<file path="config.mk">
export PLATFORM = sky130hd
export DESIGN_NAME = qft_phase_sched_flat
export DESIGN_NICKNAME = d
export VERILOG_FILES = /design/src/rtl/qft_pkg.sv /design/src/rtl/qft_phase_sched_if.sv /design/src/rtl/qft_amp_conv.sv /design/src/rtl/qft_phase_sched.sv /design/src/flat_wrapper.sv
export SDC_FILE = /design/constraint.sdc
export NUM_CORES = 1
export LEC_CHECK = 0
export BUFFER_PORTS_ARGS = -buffer_cell sky130_fd_sc_hd__clkbuf_2
export CAP_MARGIN = 10
export CELL_PAD_IN_SITES_DETAIL_PLACEMENT = 1
export CELL_PAD_IN_SITES_GLOBAL_PLACEMENT = 1
export CORE_UTILIZATION = 45
export DETAILED_ROUTE_END_ITERATION = 8
export GPL_ROUTABILITY_DRIVEN = 0
export MAX_ROUTING_LAYER = met4
export PLACE_DENSITY_LB_ADDON = 0.08
export SLEW_MARGIN = 25
export SYNTH_ARGS = -nofsm -noshare
export SYNTH_HDL_FRONTEND = slang
export SYNTH_SLANG_ARGS = --single-unit
</file>
<file path="constraint.sdc">
create_clock -name clk -period 8.3 [get_ports clk]
set_input_delay 0.83 -clock clk [delete_from_list [all_inputs] [get_ports clk]]
set_output_delay 0.83 -clock clk [all_outputs]
set_load 0.02 [all_outputs]
</file>
<file path="src/rtl/qft_pkg.sv">
// qft_pkg: shared types, widths and rotation coefficients for the QFT phase scheduler
package qft_pkg;
  localparam int COEF_W = 12;
  localparam int PROD_W = 13;
  localparam int PROD_FRAC = 5;
  typedef enum logic [1:0] {IDLE, RUN, DONE} state_t;
  // cos/sin(2*pi/2^k) in Q1.10, valid for k=2..6; other slots unused
  localparam logic signed [COEF_W-1:0] ROT_COS [8] = '{12'sd0, 12'sd0, 12'sd0, 12'sd724, 12'sd946, 12'sd1004, 12'sd1019, 12'sd0};
  localparam logic signed [COEF_W-1:0] ROT_SIN [8] = '{12'sd0, 12'sd0, 12'sd1024, 12'sd724, 12'sd392, 12'sd200, 12'sd100, 12'sd0};
endpackage

</file>
<file path="src/rtl/qft_phase_sched_if.sv">
// qft_phase_sched_if: host load/readback/control bus plus rotation multiplier bus
// master: host and external multiplier side; slave: the scheduler
interface qft_phase_sched_if import qft_pkg::*; #(
  parameter int N_QUBITS = 3,
  parameter int AMP_W = 8
);
  logic wr_en;
  logic [N_QUBITS-1:0] wr_addr;
  logic signed [AMP_W-1:0] wr_re, wr_im;
  logic [N_QUBITS-1:0] rd_addr;
  logic signed [AMP_W-1:0] rd_re, rd_im;
  logic start, busy, done;
  logic signed [AMP_W-1:0] mul_in_r, mul_in_i;
  logic signed [COEF_W-1:0] mul_cos, mul_sin;
  logic signed [PROD_W-1:0] mul_out_r, mul_out_i;
  modport master (
    output wr_en, wr_addr, wr_re, wr_im, rd_addr, start, mul_out_r, mul_out_i,
    input rd_re, rd_im, busy, done, mul_in_r, mul_in_i, mul_cos, mul_sin
  );
  modport slave (
    input wr_en, wr_addr, wr_re, wr_im, rd_addr, start, mul_out_r, mul_out_i,
    output rd_re, rd_im, busy, done, mul_in_r, mul_in_i, mul_cos, mul_sin
  );
endinterface

</file>
<file path="src/rtl/qft_amp_conv.sv">
// qft_amp_conv: Q7.5 product -> AMP_W integer, arithmetic shift then saturate
// i_x: signed PROD_W product; o_y: signed AMP_W amplitude
// QFT_ROUND_EN defined: add half an LSB before the shift (round half up); else floor
module qft_amp_conv import qft_pkg::*; #(
  parameter int AMP_W = 8
) (
  input  logic signed [PROD_W-1:0] i_x,
  output logic signed [AMP_W-1:0]  o_y
);
  localparam int MX = 2**(AMP_W-1) - 1;
  localparam int MN = -(2**(AMP_W-1));
  logic signed [PROD_W:0] w_sum, w_sh;
  logic signed [31:0] w_v;
`ifdef QFT_ROUND_EN
  assign w_sum = {i_x[PROD_W-1], i_x} + (PROD_W+1)'(1 << (PROD_FRAC-1));
`else
  assign w_sum = {i_x[PROD_W-1], i_x};
`endif
  assign w_sh = w_sum >>> PROD_FRAC;
  assign w_v = 32'(w_sh);
  assign o_y = w_v > MX ? AMP_W'(MX) : w_v < MN ? AMP_W'(MN) : AMP_W'(w_v);
endmodule

</file>
<file path="src/rtl/qft_phase_sched.sv">
// qft_phase_sched: controlled-phase half of a QFT over a 2^N_QUBITS amplitude buffer
// clk, rst: clock and synchronous active-high reset
// bus (slave): host load/readback, start/busy/done, and the external rotation multiplier
// QFT_ROUND_EN selects round-half-up conversion of multiplier results (default floor)
module qft_phase_sched import qft_pkg::*; #(
  parameter int N_QUBITS = 3,
  parameter int AMP_W = 8
) (
  input logic clk,
  input logic rst,
  qft_phase_sched_if.slave bus
);
  localparam int D = 2**N_QUBITS;
  localparam int P = N_QUBITS * (N_QUBITS - 1) / 2;
  localparam logic [2:0] T0 = 3'(N_QUBITS - 1);
  localparam logic [2:0] C0 = 3'(N_QUBITS - 2);
  state_t r_state;
  logic r_busy, r_done;
  logic [2:0] r_t, r_c;
  logic [N_QUBITS-1:0] r_i;
  logic signed [AMP_W-1:0] r_re [D];
  logic signed [AMP_W-1:0] r_im [D];
  logic signed [AMP_W-1:0] r_rd_re, r_rd_im;
  logic [N_QUBITS-1:0] w_tc;
  logic w_hit;
  logic [2:0] w_k;
  logic signed [AMP_W-1:0] w_cr, w_ci;
  // index i is rotated by pair (t,c) when both of its bits t and c are set
  assign w_tc = N_QUBITS'((1 << r_t) | (1 << r_c));
  assign w_hit = r_state == RUN && (r_i & w_tc) == w_tc;
  assign w_k = r_t - r_c + 3'd1;
  assign bus.mul_in_r = w_hit ? r_re[r_i] : '0;
  assign bus.mul_in_i = w_hit ? r_im[r_i] : '0;
  assign bus.mul_cos = w_hit ? ROT_COS[w_k] : '0;
  assign bus.mul_sin = w_hit ? ROT_SIN[w_k] : '0;
  assign bus.busy = r_busy;
  assign bus.done = r_done;
  assign bus.rd_re = r_rd_re;
  assign bus.rd_im = r_rd_im;
  qft_amp_conv #(.AMP_W(AMP_W)) u_conv_r (.i_x(bus.mul_out_r), .o_y(w_cr));
  qft_amp_conv #(.AMP_W(AMP_W)) u_conv_i (.i_x(bus.mul_out_i), .o_y(w_ci));
  always_ff @(posedge clk) begin
    if (rst) begin
      r_state <= IDLE;
      r_busy <= 1'b0;
      r_done <= 1'b0;
      r_t <= '0;
      r_c <= '0;
      r_i <= '0;
      r_rd_re <= '0;
      r_rd_im <= '0;
      for (int j = 0; j < D; j++) begin
        r_re[j] <= '0;
        r_im[j] <= '0;
      end
    end else begin
      r_rd_re <= r_re[bus.rd_addr];
      r_rd_im <= r_im[bus.rd_addr];
      if (bus.wr_en && r_state != RUN) begin
        r_re[bus.wr_addr] <= bus.wr_re;
        r_im[bus.wr_addr] <= bus.wr_im;
      end
      if (w_hit) begin
        r_re[r_i] <= w_cr;
        r_im[r_i] <= w_ci;
      end
      case (r_state)
        IDLE: if (bus.start) begin
          // a single qubit has no pairs, so the run collapses straight to DONE
          if (P == 0) begin
            r_state <= DONE;
            r_done <= 1'b1;
          end else begin
            r_state <= RUN;
            r_busy <= 1'b1;
            r_t <= T0;
            r_c <= C0;
            r_i <= '0;
          end
        end
        RUN: begin
          r_i <= r_i + 1'b1;
          if (&r_i) begin
            if (r_c != 3'd0) r_c <= r_c - 3'd1;
            else if (r_t == 3'd1) begin
              r_state <= DONE;
              r_busy <= 1'b0;
              r_done <= 1'b1;
            end else begin
              r_t <= r_t - 3'd1;
              r_c <= r_t - 3'd2;
            end
          end
        end
        default: begin
          r_state <= IDLE;
          r_done <= 1'b0;
        end
      endcase
    end
  end
endmodule

</file>
<file path="src/flat_wrapper.sv">
// flat-port wrapper written by rule: the top's interface ports become plain ports
module qft_phase_sched_flat import qft_pkg::*;
#(
  parameter int N_QUBITS = 3,
  parameter int AMP_W = 8
)
  (clk, rst, bus_wr_en, bus_wr_addr, bus_wr_re, bus_wr_im, bus_rd_addr, bus_start, bus_mul_out_r, bus_mul_out_i, bus_rd_re, bus_rd_im, bus_busy, bus_done, bus_mul_in_r, bus_mul_in_i, bus_mul_cos, bus_mul_sin);
  qft_phase_sched_if #(.N_QUBITS(N_QUBITS), .AMP_W(AMP_W)) bus_i ();
  input logic clk;
  input logic rst;
  input wire logic [$bits(bus_i.wr_en)-1:0] bus_wr_en;
  input wire logic [$bits(bus_i.wr_addr)-1:0] bus_wr_addr;
  input wire logic [$bits(bus_i.wr_re)-1:0] bus_wr_re;
  input wire logic [$bits(bus_i.wr_im)-1:0] bus_wr_im;
  input wire logic [$bits(bus_i.rd_addr)-1:0] bus_rd_addr;
  input wire logic [$bits(bus_i.start)-1:0] bus_start;
  input wire logic [$bits(bus_i.mul_out_r)-1:0] bus_mul_out_r;
  input wire logic [$bits(bus_i.mul_out_i)-1:0] bus_mul_out_i;
  output wire logic [$bits(bus_i.rd_re)-1:0] bus_rd_re;
  output wire logic [$bits(bus_i.rd_im)-1:0] bus_rd_im;
  output wire logic [$bits(bus_i.busy)-1:0] bus_busy;
  output wire logic [$bits(bus_i.done)-1:0] bus_done;
  output wire logic [$bits(bus_i.mul_in_r)-1:0] bus_mul_in_r;
  output wire logic [$bits(bus_i.mul_in_i)-1:0] bus_mul_in_i;
  output wire logic [$bits(bus_i.mul_cos)-1:0] bus_mul_cos;
  output wire logic [$bits(bus_i.mul_sin)-1:0] bus_mul_sin;
  assign bus_i.wr_en = bus_wr_en;
  assign bus_i.wr_addr = bus_wr_addr;
  assign bus_i.wr_re = bus_wr_re;
  assign bus_i.wr_im = bus_wr_im;
  assign bus_i.rd_addr = bus_rd_addr;
  assign bus_i.start = bus_start;
  assign bus_i.mul_out_r = bus_mul_out_r;
  assign bus_i.mul_out_i = bus_mul_out_i;
  assign bus_rd_re = bus_i.rd_re;
  assign bus_rd_im = bus_i.rd_im;
  assign bus_busy = bus_i.busy;
  assign bus_done = bus_i.done;
  assign bus_mul_in_r = bus_i.mul_in_r;
  assign bus_mul_in_i = bus_i.mul_in_i;
  assign bus_mul_cos = bus_i.mul_cos;
  assign bus_mul_sin = bus_i.mul_sin;
  qft_phase_sched #(.N_QUBITS(N_QUBITS), .AMP_W(AMP_W)) u_core (.clk(clk), .rst(rst), .bus(bus_i));
endmodule
</file>
### After elaboration in Yosys (flattened, before gate mapping)

Memories as Yosys holds them, arrays and structs flattened. A register that Yosys moved wholly into a read port is not among the register bits.
Cells that the tools add are included.
W data, S select, Z words.

* shift-type cells: 2
* reductions and logical operators: 16
* multiplexer cells: 62
* bitwise operators: 4
* add/sub/neg operators: 6
* order comparisons: 5
* eq/ne operators: 10

Operators by type and width (count)
* $mux W8: 10
* $mux W12: 6
* $mux W3: 17
* $reduce_or A8 Y1: 4
* $mux W1: 19
* $pmux W3 S2: 3
* $gt A8 B8 Y1 const B: 2
* $lt A8 B8 Y1 const B: 2
* $reduce_and A4 Y1: 3
* $ne A2 B2 Y1 const B: 5
* $reduce_and A5 Y1: 2
* $mux W2: 4
* $add A3 B1 Y3 const B: 2
* $shl A1 B3 Y3 const A: 2
* $sub A3 B1 Y3 const B: 2
* $ge A4 B4 Y1 const B: 1
* $not A3 Y4: 1
* $pmux W1 S2: 2
* $pmux W2 S2: 1
* $and A3 B3 Y3: 1
* $eq A3 B1 Y1 const B: 1
* $eq A3 B3 Y1: 1
* $ne A3 B3 Y1 const B: 1
* $or A3 B3 Y3: 1
* other kinds (11): 12

* memory bits (writable): 128
* output and inout port bits: 58
* logic and storage cells: 115
* register bits: 13
* ROM bits: 192
* memories: 4

Memories
* (name not given): words 8, width 12, rd ports 1, clocked after memory_dff 0, wr ports 0, RTL line qft_phase_sched.sv:34 `assign bus.mul_cos = w_hit ? ROT_COS[w_k] : '0;`
* (name not given): words 8, width 12, rd ports 1, clocked after memory_dff 0, wr ports 0, RTL line qft_phase_sched.sv:35 `assign bus.mul_sin = w_hit ? ROT_SIN[w_k] : '0;`
* u_core.r_im: words 8, width 8, rd ports 2, clocked after memory_dff 2, wr ports 8, RTL line qft_phase_sched.sv:22 `logic signed [AMP_W-1:0] r_im [D];`
* u_core.r_re: words 8, width 8, rd ports 2, clocked after memory_dff 2, wr ports 8, RTL line qft_phase_sched.sv:21 `logic signed [AMP_W-1:0] r_re [D];`

### Depth between registers and ports, before layout

Gate-level depths: netlist of the first run.

* depth in word-level cells: 10
* gate-level depth with buffers: 10
* mapped depth without buffers: 8

### Hierarchy

From an unflattened synthesis of the first run, not the netlist that was laid out.

* cell total of the unflattened synthesis: 696
* area total of the unflattened synthesis: 9292.7 um2

By module, submodules not included
* qft_phase_sched: cells each 680, area each 9232.6 um2, seq. area each 4484.3 um2, instances 1
* qft_amp_conv: cells each 8, area each 30.0 um2, seq. area each 0.0 um2, instances 2

### Worst setup path before layout of the first run

OpenSTA, ideal clock, no wires.

* path type: flip-flop to output port
* start point: register u_core.r_t[1]
* end point: output port bus_mul_cos[9]
* buffers on the path: 1
* arrival: 2513 ps
* stages on the path, launching flop included: 10
* path slack: 4957 ps
* path through: dfxtp_1 inv_1 ha_1 inv_1 ha_1 xor2_1 xnor2_1 nor2_1 a211oi_1 buf_4

* word-level cells in the longest chain between the ends: 7

RTL lines
* start: declaration: RTL line qft_phase_sched.sv:19 `logic [2:0] r_t, r_c;`
* start signal: assignment: RTL line qft_phase_sched.sv:90 `r_t <= r_t - 3'd1;`
* $sub A3 B3 Y3: RTL line qft_phase_sched.sv:31 `assign w_k = r_t - r_c + 3'd1;`
* $add A3 B1 Y3: RTL line qft_phase_sched.sv:31
* $not A3 Y4 (not written as such): RTL line qft_phase_sched.sv:34
* $mem_v2 Z8 W12
* $mux W12 (not written as such) (2 in a row): RTL line qft_phase_sched.sv:34
* $mux W12 (*): RTL line qft_phase_sched.sv:34
* end: declaration: RTL line flat_wrapper.sv:25 `output wire logic [$bits(bus_i.mul_cos)-1:0] bus_mul_cos;`

Mark *: on every way between the ends. The rest lies on a longest branch, timed or not. The select of a mux whose other input is x is not followed.

### Worst setup path in the final report of the first run

* start point: register u_core.r_t[1]
* end point: output port bus_mul_in_i[6]

* word-level cells in the longest chain between the ends: 6

RTL lines
* $shl A1 B3 Y3 (*): RTL line qft_phase_sched.sv:29 `assign w_tc = N_QUBITS'((1 << r_t) | (1 << r_c));`
* $or A3 B3 Y3 (*): RTL line qft_phase_sched.sv:29
* $and A3 B3 Y3: RTL line qft_phase_sched.sv:30 `assign w_hit = r_state == RUN && (r_i & w_tc) == w_tc;`
* $eq A3 B3 Y1 (*): RTL line qft_phase_sched.sv:30
* $logic_and A1 B1 Y1 (*): RTL line qft_phase_sched.sv:30
* $mux W8 (*): RTL line qft_phase_sched.sv:33 `assign bus.mul_in_i = w_hit ? r_im[r_i] : '0;`
* end: declaration: RTL line flat_wrapper.sv:24 `output wire logic [$bits(bus_i.mul_in_i)-1:0] bus_mul_in_i;`

Mark *: on every way between the ends. The rest lies on a longest branch, timed or not.

==> results of run 1 <==
[state kept, by name, indices dropped and copies added (netlist names), named ones only]
register and count:
u_core.bus.busy 1, u_core.bus.done 1, u_core.bus.rd_im 8, u_core.bus.rd_re 8, u_core.r_c 3, u_core.r_i 3, u_core.r_im 64, u_core.r_re 64
u_core.r_state 2, u_core.r_t 3
[kinds of logic (layout without fill, tap and decap cells)]
family / after synthesis / after routing / synth area share
xor gates and xnor gates: 5 / 5 / 0.00488
adders and majority gates: 18 / 18 / 0.0251
DFF: 160 / 160 / 0.500
AOI/OAI and AO/OA: 165 / 165 / 0.152
muxes: 97 / 97 / 0.197
and+or+nand+nor: 113 / 113 / 0.0695
buffers and inverters: 103 / 155 / 0.0508
other: 1 / 5 / 0.000418
[path summary, 6_finish.rpt]
kind | startpoint | to | slack [ns] | depth (start not counted)
min | u_core.bus.done | u_core.bus.done | 0.48 | 2
max reg2reg | u_core.r_t[1] | u_core.r_re[4][0] | 4.52 | 6
max | u_core.r_t[1] | bus_mul_in_i[6] | 4.31 | 8
min reg2reg | u_core.bus.done | u_core.bus.done | 0.48 | 2
[worst max-delay path: cells and delay by family (launching register included)]
family,cells,cell delay (ns)
flip-flops,1,0.40
adder cells (fa/ha/maj),1,0.22
AO/OA/AOI/OAI,1,0.09
AND/OR/NAND/NOR,3,1.29
buffers and inverters,3,0.72
[per-layer routing]
layer	vias to the layer above	share of wire	GRT usage
met1	3233	0.41	0.353
li1	2714	-	-
met3	41	0.054	0.0389
met2	239	0.52	0.484
met5	-	0	-
met4	0	0.017	0.0894
[stage by stage]
step	util	hold slack [ns]	total power (W)
6_report	0.520	0.484	0.00203
5_1_grt	0.520	0.531	0.00209
4_1_cts	0.520	0.486	0.00204
3_5_place_dp	0.488	0.475	0.00120
3_3_place_gp	0.488	0.460	0.00119
2_1_floorplan	-	0.480	0.00112
[power by group through the flow]
stage,Clock [W],Combinational [W],Sequential (W)
floorplan,0,0.000176,0.000944
global placement,0,0.000246,0.000941
detailed placement,0,0.000252,0.000946
CTS,0.000856,0.000253,0.000929
global route,0.000888,0.000274,0.000933
finish,0.000851,0.000251,0.000929
[cell type report]
class	instances	area (µm²)
clock buffer	19	443
clock inverter	13	186
fill	1989	9370
inverter	11	41.3
multi-input combinational	403	4070
sequential	160	4490
tap	265	332
timing repair buffer	112	606
[cells in the final DEF, fill, tap and decap left out, drive strengths merged, types with 2 or more instances in the layout]
cell type	Yosys	routed
a211oi	5	5
a21oi	15	15
a22o	128	128
a22oi	2	2
a311oi	2	2
and2	2	2
and3	5	5
buf	62	18
bufinv	0	4
clkbuf	30	113
clkinv	0	4
clkinvlp	0	4
conb	1	5
dfxtp	32	32
edfxtp	128	128
ha	18	18
inv	11	12
mux2i	33	33
mux4	64	64
nand2	8	8
nand2b	11	11
nand4	2	2
nor2	51	51
nor2b	3	3
nor3	7	7
nor3b	5	5
o21ai	6	6
o21bai	2	2
or3	7	7
or3b	2	2
or4	3	3
xnor2	3	3
xor2	2	2
==> flow_summary.ini, run 1 <==
[run_status]
status = finished clean

[grt]
grt_pass1_vias = 6521
grt_max_degree = 40
grtUsageTotal = 0.285
grt_overflow = 0
grt_pass1_wl_um = 40100
grt_antenna_before_repair = 0

[drt]
wl_per_cell_um = 27.1
ant_nets = 0
vias = 6227
vias_per_cell = 6.33
detail_route.wirelength_um = 26700
remaining_drc_errors = 0
drtIter0Drc = 553
first_pass_iters = 5

[cells_and_area]
diodes = 0
final_area_um2 = 10200
layout.nets = 775
layout-drive-gt1-share = 0.320
fin_cells = 983
syn_to_final_growth_pct = 13.3

[power]
intPower_w = 0.00152
p_leak_nw = 3.80
pwr-share-clk = 0.419
p_comb_frac = 0.124
p_sw_w = 0.000514
sw_frac_of_total = 0.253
powerDensity_nw_per_um2 = 200
ir_drop_uv = 136
p_seq_frac = 0.457

[worst_setup_path]
startpoint_type = flip-flop
crit_chain = inv_1 -> ha_1 -> nand2b_1 -> a21oi_1 -> or4_1 -> buf_4 -> nor2_1 -> clkbuf_2
crit_required_ns = 7.47
critPathArrivalTime_ns = 3.16
cp-end-kind = output port
cpMaxStageDelayCell = or4_1
crit_fanout = 20
crit_type = flip-flop to output port
cpPeakStageDelay_ns = 0.88

[synth]
synth_top_area_cell = edfxtp_1
yosysMostFrequentCell = edfxtp_1
ys_seq_area_frac = 0.500
synth_warnings = 0
synth_commonest_cells = edfxtp_1 (128), a22o_1 (118), mux4_2 (64)
async_flop_share = 0
syn_area_um2 = 8970
syn_inst = 662
synthDistinctLibCells = 53
syn_area_per_cell_um2 = 13.6
synth_ff_type = edfxtp_1
synth_area_leaders = edfxtp_1 (43%), mux4_2 (16%), a22o_1 (12%), dfxtp_1 (7.1%), mux2i_1 (3.7%)
synth-seq-cells = 160
synth_top_area_frac = 0.428
synth_edf_count = 128

[sta]
rsz0062_at_grt = no
setup_viol = 0
finalCritPeriodShare = 0.481
tightest_slew_ns = 1.15
setup_slack_ns = 4.31
hold_viol = 0
finalMaxSlewViolations = 0
post-route-min-period_ns = 3.99
fmaxAchievable_mhz = 251
tns_ns = 0
relSlewSlack = 0.234
skew_ns = 0.0155

[cts]
cts_root_buf = clkbuf_16
cts_tree = built
clkTransAtPathRegs_ns = 0.06
htree_levels = 4
post_cts_buffers = 0
cts_buffers = 17
cts_resized = 0
clk_latency_ns = 0.44
cts.sinks = 160
cts_hold_buf = 0
clockBufferDepth = 2

[placement]
port_buffers = 94
dp_hpwl_um = 16300
pre_cts_ws_ns = 4.01
placed_area_um2 = 9530
dpl.cell_count = 951

[flow_run]
drv_cap = 0

[floorplan]
rows = 51
core_area_um2 = 19500
fp.dieArea_um2 = 20500
die_h_um = 143
ios = 110
initial_core_util = 0.459
die_width_um = 143

[min_path]
min_path_type = flip-flop to flip-flop
Note: power is estimated with default switching activity, not from simulation.
==> run 2: changes to the inputs <==
Clock period 8.3 ns to 4.1 ns, I/O delays scaled along.
==> run 2 against run 1 <==
Net effect:
- via count grew 1.0%
- count of clock-buffer cells in the layout shrank 2
- setup slack lost 3.7 ns
- critical path depth is the same
- utilization grew 0.83 points
- die area is the same
- first-iteration DRC count shrank 33%
- critical path type unchanged
- largest power group unchanged
==> flow_summary.ini, run 2 (synthesized netlist as in run 1, its figures left out) <==
[run_status]
status = finished clean

[grt]
grt_overflow = 0
grt_pass1_wl_um = 40400
grt_antenna_before_repair = 0
grt_pass1_vias = 6499
grt_max_degree = 33
grtUsageTotal = 0.291

[drt]
first_pass_iters = 5
remaining_drc_errors = 0
vias_per_cell = 6.30
wl_per_cell_um = 27.3
vias = 6289
drtIter0Drc = 368
ant_nets = 0
detail_route.wirelength_um = 27300

[power]
p_sw_w = 0.00106
powerDensity_nw_per_um2 = 406
ir_drop_uv = 333
intPower_w = 0.00313
p_leak_nw = 3.90
pwr-share-clk = 0.427
p_comb_frac = 0.124
sw_frac_of_total = 0.252
power.total_w = 0.00419
p_seq_frac = 0.449

[placement]
dp_hpwl_um = 17700
placed_area_um2 = 9640
port_buffers = 94

[sta]
skew_ns = 0.00856
whs_ns = 0.353
post-route-min-period_ns = 3.53
setup_viol = 0
finalCritPeriodShare = 0.861
fmaxAchievable_mhz = 283
tightest_slew_ns = 0.815
tns_ns = 0
hold_viol = 0
finalMaxSlewViolations = 0
relSlewSlack = 0.456
rsz0062_at_grt = no

[worst_setup_path]
cpPeakStageDelay_ns = 0.79
r2r_slack_ns = 1.21
cp-end-kind = output port
cpMaxStageDelayCell = or4_1
crit_required_ns = 3.69
crit_type = flip-flop to output port
crit_chain = inv_1 -> ha_1 -> nand2b_1 -> a21oi_1 -> or4_1 -> buf_4 -> a211oi_1 -> clkbuf_2
crit_fanout = 23
startpoint_type = flip-flop
critPathArrivalTime_ns = 3.12

[floorplan]
die_width_um = 143
fp.dieArea_um2 = 20500
initial_core_util = 0.459
die_h_um = 143
rows = 51
core_area_um2 = 19500
ios = 110

[cts]
cts_tree = built
cts_resized = 0
clkTransAtPathRegs_ns = 0.07
clk_latency_ns = 0.44
clockBufferDepth = 2
cts_buffers = 17
cts.sinks = 160
post_cts_buffers = 0
cts_hold_buf = 0
htree_levels = 4
cts_root_buf = clkbuf_16

[cells_and_area]
nFillCells = 1992
largestRegisters = u_core.r_im x64, u_core.r_re x64
layout_common_cells = edfxtp_1 (128), a22o_1 (118), clkbuf_2 (94)
final_common_cell = edfxtp_1
diodes = 0
layout.nets = 791
finish.utilization = 0.529
layout-drive-gt1-share = 0.335
syn_to_final_growth_pct = 15.1
final_area_um2 = 10300

[flow_run]
drv_cap = 0

[min_path]
min_path_type = primary input to flip-flop
[run 2: final timing paths]
check	start	cells after the start	end
max	u_core.r_t[1]	8	bus_mul_cos[6]
min	rst	2	u_core.bus.rd_re[2]
max reg2reg	u_core.r_t[0]	7	u_core.r_re[4][0]
min reg2reg	u_core.bus.done	2	u_core.bus.done
[run 2: layout make-up]
type / count / area [µm²] / area share
sequential: 160 / 4490 / 0.435
multi-input combinational: 403 / 4060 / 0.393
timing repair buffer: 128 / 746 / 0.0722
clock buffer: 17 / 425 / 0.0412
tap: 265 / 332 / 0.0321
clock inverter: 15 / 233 / 0.0225
inverter: 11 / 41.3 / 0.00400
[run 2: worst max-delay path: cells and delay by family, from the launching register on]
kind	cells	cell delay (ns)
AO/OA/AOI/OAI	2	0.37
adder cells (fa/ha/maj)	1	0.21
buffers and inverters	3	0.71
flip-flops	1	0.40
AND/OR/NAND/NOR	2	0.97
[run 2: metrics by stage]
stage               worst slack [ns]  cells
floorplan                      0.925    666
global placement                1.07    966
detailed placement              1.00    966
CTS                            0.528    998
global route                   0.390    999
finish                         0.570    999
[run 2: power by group through the flow]
stage,Sequential (W),Clock [W],Combinational (W)
3_5_place_dp,0.00192,0,0.000516
2_1_floorplan,0.00191,0,0.000356
6_report,0.00188,0.00179,0.000518
3_3_place_gp,0.00191,0,0.000503
4_1_cts,0.00188,0.00181,0.000518
5_1_grt,0.00189,0.00187,0.000558
[run 2: routing by layer]
layer	vias up	GRT usage	share of wire
met5	-	-	0
met4	0	0.104	0.027
met3	62	0.0406	0.048
met2	239	0.508	0.53
met1	3240	0.343	0.40
li1	2748	-	-
